<file path="config.mk">
export PLATFORM = sky130hd
export DESIGN_NAME = nios2_sysid_arbiter
export DESIGN_NICKNAME = d
export VERILOG_FILES = /design/src/rtl/nios2_sysid_pkg.sv /design/src/rtl/nios2_sysid_rr_arb.sv /design/src/rtl/nios2_sysid_arbiter.sv
export SDC_FILE = /design/constraint.sdc
export NUM_CORES = 1
export LEC_CHECK = 0
export BUFFER_PORTS_ARGS = -buffer_cell sky130_fd_sc_hd__buf_2
export CAP_MARGIN = 20
export CORE_ASPECT_RATIO = 0.9
export CORE_MARGIN = 2
export CORE_UTILIZATION = 25
export CTS_BUF_LIST = sky130_fd_sc_hd__clkbuf_8
export DETAILED_ROUTE_END_ITERATION = 10
export MAX_ROUTING_LAYER = met4
export PLACE_DENSITY = 0.59
export SYNTH_ARGS = -nofsm -noshare
export SYNTH_HDL_FRONTEND = slang
export SYNTH_HIERARCHICAL = 1
export SYNTH_SLANG_ARGS = --single-unit
export TNS_END_PERCENT = 5
</file>
<file path="constraint.sdc">
create_clock -name clock -period 2.26 [get_ports clock]
set_input_delay 0.565 -clock clock [delete_from_list [all_inputs] [get_ports clock]]
set_output_delay 0.565 -clock clock [all_outputs]
set_load 0.01 [all_outputs]
</file>
<file path="src/rtl/nios2_sysid_pkg.sv">
// Shared definitions for the system-ID arbiter: FSM encoding, word offsets,
// data width and master identifiers.
package nios2_sysid_pkg;

  localparam int SYSID_DATA_W = 32;

  localparam logic SYSID_ADDR_ID = 1'b0;
  localparam logic SYSID_ADDR_TS = 1'b1;

  typedef enum logic [1:0] {
    CHK_ID = 2'd0,
    CHK_TS = 2'd1,
    RUN    = 2'd2
  } sysid_state_e;

  typedef enum logic {
    GNT_M0 = 1'b0,
    GNT_M1 = 1'b1
  } master_e;

endpackage

</file>
<file path="src/rtl/nios2_sysid_rr_arb.sv">
// Two-way round-robin grant logic. On a tie the master that was not granted
// last wins; last_grant only moves when a grant is actually issued.
module nios2_sysid_rr_arb
  import nios2_sysid_pkg::*;
(
  input  logic clock,
  input  logic reset,
  input  logic enable,
  input  logic req0,
  input  logic req1,
  output logic gnt0,
  output logic gnt1
);

  master_e last_grant;

  // Combinational grant decision for the current cycle
  always_comb begin
    gnt0 = 1'b0;
    gnt1 = 1'b0;
    if (enable) begin
      if (req0 && req1) begin
        if (last_grant == GNT_M1) gnt0 = 1'b1;
        else                      gnt1 = 1'b1;
      end else begin
        gnt0 = req0;
        gnt1 = req1;
      end
    end
  end

  // Remember who was served last; m1 after reset so m0 wins the first tie
  always_ff @(posedge clock or posedge reset) begin
    if (reset) begin
      last_grant <= GNT_M1;
    end else if (gnt0) begin
      last_grant <= GNT_M0;
    end else if (gnt1) begin
      last_grant <= GNT_M1;
    end
  end

endmodule

</file>
<file path="src/rtl/nios2_sysid_arbiter.sv">
// Arbiter between two Avalon-MM read masters and the combinational sysid
// slave. After reset it optionally reads both slave words and compares them
// with the expected values, then serves master reads round-robin with a
// fixed one-cycle read latency.
module nios2_sysid_arbiter
  import nios2_sysid_pkg::*;
#(
  parameter logic [SYSID_DATA_W-1:0] EXPECTED_ID  = 32'd0,
  parameter logic [SYSID_DATA_W-1:0] EXPECTED_TS  = 32'd1516328916,
  parameter bit                      CHECK_ENABLE = 1'b1
) (
  input  logic                    clock,
  input  logic                    reset,
  input  logic                    m0_address,
  input  logic                    m0_read,
  output logic                    m0_waitrequest,
  output logic [SYSID_DATA_W-1:0] m0_readdata,
  output logic                    m0_readdatavalid,
  input  logic                    m1_address,
  input  logic                    m1_read,
  output logic                    m1_waitrequest,
  output logic [SYSID_DATA_W-1:0] m1_readdata,
  output logic                    m1_readdatavalid,
  output logic                    s_address,
  input  logic [SYSID_DATA_W-1:0] s_readdata,
  output logic                    check_done,
  output logic                    check_pass
);

  sysid_state_e state;
  logic         id_ok;
  logic         run;
  logic         gnt0;
  logic         gnt1;

  // Reset is folded in so that, with the self-check disabled (state resets
  // straight to RUN), nothing is granted while reset is still asserted.
  assign run = (state == RUN) && !reset;

  nios2_sysid_rr_arb u_arb (
    .clock  (clock),
    .reset  (reset),
    .enable (run),
    .req0   (m0_read),
    .req1   (m1_read),
    .gnt0   (gnt0),
    .gnt1   (gnt1)
  );

  assign m0_waitrequest = ~gnt0;
  assign m1_waitrequest = ~gnt1;

  // Slave word select: fixed offsets during the self-check, granted master's
  // address in RUN, word 0 when idle
  always_comb begin
    s_address = SYSID_ADDR_ID;
    case (state)
      CHK_ID:  s_address = SYSID_ADDR_ID;
      CHK_TS:  s_address = SYSID_ADDR_TS;
      RUN: begin
        if (gnt0)      s_address = m0_address;
        else if (gnt1) s_address = m1_address;
      end
      default: s_address = SYSID_ADDR_ID;
    endcase
  end

  // Boot self-check FSM; with the check disabled the status flags come out of
  // reset already reporting a completed, passing check
  always_ff @(posedge clock or posedge reset) begin
    if (reset) begin
      state      <= CHECK_ENABLE ? CHK_ID : RUN;
      id_ok      <= 1'b0;
      check_done <= !CHECK_ENABLE;
      check_pass <= !CHECK_ENABLE;
    end else begin
      case (state)
        CHK_ID: begin
          id_ok <= (s_readdata == EXPECTED_ID);
          state <= CHK_TS;
        end
        CHK_TS: begin
          check_pass <= id_ok && (s_readdata == EXPECTED_TS);
          check_done <= 1'b1;
          state      <= RUN;
        end
        RUN:     state <= RUN;
        default: state <= RUN;
      endcase
    end
  end

  // Response registers: capture slave data for the granted master and pulse
  // its readdatavalid for exactly one cycle
  always_ff @(posedge clock or posedge reset) begin
    if (reset) begin
      m0_readdata      <= '0;
      m0_readdatavalid <= 1'b0;
      m1_readdata      <= '0;
      m1_readdatavalid <= 1'b0;
    end else begin
      m0_readdatavalid <= gnt0;
      m1_readdatavalid <= gnt1;
      if (gnt0) m0_readdata <= s_readdata;
      if (gnt1) m1_readdata <= s_readdata;
    end
  end

endmodule

</file>
==> impl_metrics.yaml <==
status:
  outcome: "finished, violations left"
  violations: "setup timing"
yosys:
  synthesis.area_um2: 2840
  yosysWarnings: 6
  postSynthNetCount: 229
  synthArstFlopShare_pct: 100
  yosysSeqAreaShare_pct: 63.5
  avgSynthCellArea_um2: 15.1
  ys_ff_latch: 72
  muxShareOfSynthArea_pct: 25.4
  synth-edff-count: 0
  synthCells: 188
  synthXorXnorAreaFrac_pct: 0
  synth_top_family_by_area: "multiplexers"
  synthSimpleGateAreaFrac_pct: 5.07
  ys_types: 23
  synthAdderAreaFrac_pct: 1.32
  synth_compound_area_share_pct: 2.07
  ys_dominant_reg_cell: "dfrtp_1"
global_route:
  grt_start_max_net_pins: 44
  antenna_found_initial: 0
  grt_pass1_wl_um: 11200
  grt_use_total_pct: 12.5
  overflow: 0
  grt_pass1_vias: 2087
placed_design:
  gp_congestion: 0.726
  hpwl_um: 5220
  port-buffer-count: 108
route:
  route.detailed.drc: 0
  final_antenna_net_count: 0
  vias: 1973
  drtPass1Iterations: 4
  viasPerCell: 4.25
  dr.first_iter.drc_count: 43
  finalWirelength_um: 6940
  wire_per_inst_um: 15.0
final_layout:
  nNetsFinal: 351
  diodes: 0
  nFillCells: 1112
  area_growth_pct: 36.6
  drive_above_1_share_pct: 67.3
floorplanning:
  die_y_um: 105
  rows: 36
  initial_core_util_pct: 25.9
  coreArea_um2: 10900
  io_pins: 109
  die-area_um2: 12200
  die_x_um: 116
clocking:
  cts_tree: "done"
  insertion_delay_ns: 0.35
  clkSinkCount: 72
  cts_max_path_buffers: 2
  cts_made_buffers: 9
  root_buffer: "clkbuf_8"
  ctsHtreeMaxLevel: 3
  path_clk_slew_ns: 0.07
timing:
  rsz0062_at_grt: "true"
  finalSetupTns_ns: -0.270
  slew_headroom_pct: 64.7
  tightest_slew_ns: 0.529
  hold_viol: 0
  min_period_over_period_pct: 105
  max_freq_mhz: 420
  finClkSkew_ns: 0.00247
  slew_violations: 0
  min_period_ns: 2.38
  whs_ns: 0.373
  setup_viol: 3
  fin_ws_ns: -0.123
power:
  netSwitchingFraction_pct: 27.9
  p_switching_mw: 0.961
  p_int_mw: 2.48
  power_frac_clock_pct: 27.1
  p_leak_nw: 1.79
  irDropWorstVdd_mv: 0.343
  combinationalPowerShare_pct: 24.2
  power.density_nw_per_um2: 887
  seqPwrFrac_pct: 48.7
worst_setup_path:
  endpoint_kind: "output pin"
  worstSetupPathType: "reg -> out"
  crit_family: "flip-flops"
  worstPathCellList: "inv_2 -> ha_4 -> nor2b_4 -> nand2_2 -> a21oi_4 -> nand3b_1 -> a21boi_1 -> o21a_1 -> buf_2"
  cp_slowest_stage_delay_ns: 0.39
  cp-start-kind: "flop"
  slowest_stage: "dfrtp_1"
  required_ns: 1.69
  crit_fanout: 4
  crit_buf_inv: 2
  crit_arrival_ns: 1.82
min_path:
  min_path_type: "in -> async"
job:
  cap_violations: 0
[per-layer routing]
metal	vias to the layer above	global-route usage [%]	wire [µm]
met1	994	14.9	2980
met4	0	4.34	100
met2	61	19.4	3430
met5	-	-	0
li1	908	-	-
met3	10	4.87	435
[power groups by stage]
stage | clock (mW) | combinational [mW] | sequential [mW]
after global placement | 0 | 0.830 | 1.69
after floorplan | 0 | 0.307 | 1.82
final | 0.933 | 0.831 | 1.67
after CTS | 0.982 | 0.849 | 1.68
after global routing | 1.03 | 0.901 | 1.71
after detailed placement | 0 | 0.841 | 1.70
[cell usage in the layout, fill, tap and decap left out]
cell,instances
nor2b_4,1
nand2_1,2
nand3b_1,1
dfrtp_1,71
clkbuf_8,13
o21a_1,1
clkinvlp_4,1
or3_1,1
nand2_2,2
buf_12,2
o32ai_1,1
inv_4,1
buf_4,9
nand4_1,6
inv_1,7
mux2_2,64
a21oi_2,1
buf_6,1
inv_2,1
o32ai_2,1
a21oi_4,2
a21boi_1,1
ha_1,2
or2_2,1
nor2_1,1
nor4_1,7
ha_4,1
or4_4,1
buf_2,107
and3_1,1
dfstp_2,1
[cells by family (layout without fill, tap and decap cells)]
kind of cell / Yosys count / count (layout)
mux: 64 / 64
buf+inv: 18 / 142
flops: 72 / 72
simple gates: 24 / 24
fa+ha+maj: 3 / 3
compound gates: 7 / 7
[path summary, 6_finish.rpt]
kind	endpoint	cells after the start	start	slack, ns
max	s_address	9	state[0]$_DFF_PP0_	-0.12
min	u_arb/last_grant$_DFFE_PP1P_	3	reset	0.37
max reg2reg	m0_readdata[23]$_DFFE_PP0P_	8	state[0]$_DFF_PP0_	0.34
min reg2reg	check_done$_DFFE_PP0P_	1	check_done$_DFFE_PP0P_	0.48
max in group asynchronous	m0_readdatavalid$_DFF_PP0_	4	reset	1.26
min in group clock	m0_readdata[24]$_DFFE_PP0P_	2	s_readdata[24]	0.48
[per-stage QoR]
stage	setup WS, ns	std cells	util, %	instance area [µm²]	total power [mW]
final	-0.123	464	35.4	3880	3.44
after global routing	-0.230	464	35.4	3880	3.64
after CTS	-0.128	462	35.3	3860	3.51
after detailed placement	0.00203	446	33.2	3630	2.54
after global placement	0.0570	446	33.2	3630	2.52
after floorplan	0.0793	188	-	2840	2.12
[state kept, by name, summed over array words and instances (netlist names)]
register and count:
m1_readdatavalid 1, m1_readdata 32, check_pass 1, m0_readdatavalid 1, u_arb/last_grant 1, state 2
m0_readdata 32, id_ok 1, check_done 1
[cells in the mapped netlist, types with 2 or more instances]
cell / instances / area share (%)
a21oi_1: 2 / 0.35
buf_2: 6 / 1.1
clkbuf_1: 2 / 0.26
dfrtp_1: 71 / 63
ha_1: 3 / 1.3
inv_1: 10 / 1.3
mux2_2: 64 / 25
nand2_1: 4 / 0.53
nand4_1: 6 / 1.3
nor4_1: 7 / 1.5
[area by class of cell]
| type | count | area, µm² | area share (%) |
|---|---|---|---|
| timing repair buffer | 119 | 654 | 16.9 |
| tap | 152 | 190 | 4.90 |
| sequential | 72 | 1800 | 46.5 |
| inverter | 10 | 43.8 | 1.13 |
| multi-input combinational | 98 | 1010 | 26.0 |
| clock buffer | 13 | 179 | 4.61 |
[worst reg2reg max path, cell delays in order, from the launching register on]
cell and delay, ns:
dfrtp_1 0.39, inv_2 0.08, ha_4 0.13, nor2b_4 0.16
nand2_2 0.08, a21oi_4 0.15, buf_4 0.13, buf_4 0.29
mux2_2 0.40
[timing repair]
action / 4_1_cts / 5_1_grt
buffers inserted: 3 / 2
endpoints found under the setup margin: 3 / 3
gates resized for setup: 11 / 0
hold buffers: 0 / 0
pin swaps: 4 / 0
No activity file was read; power rests on OpenSTA's default activity.
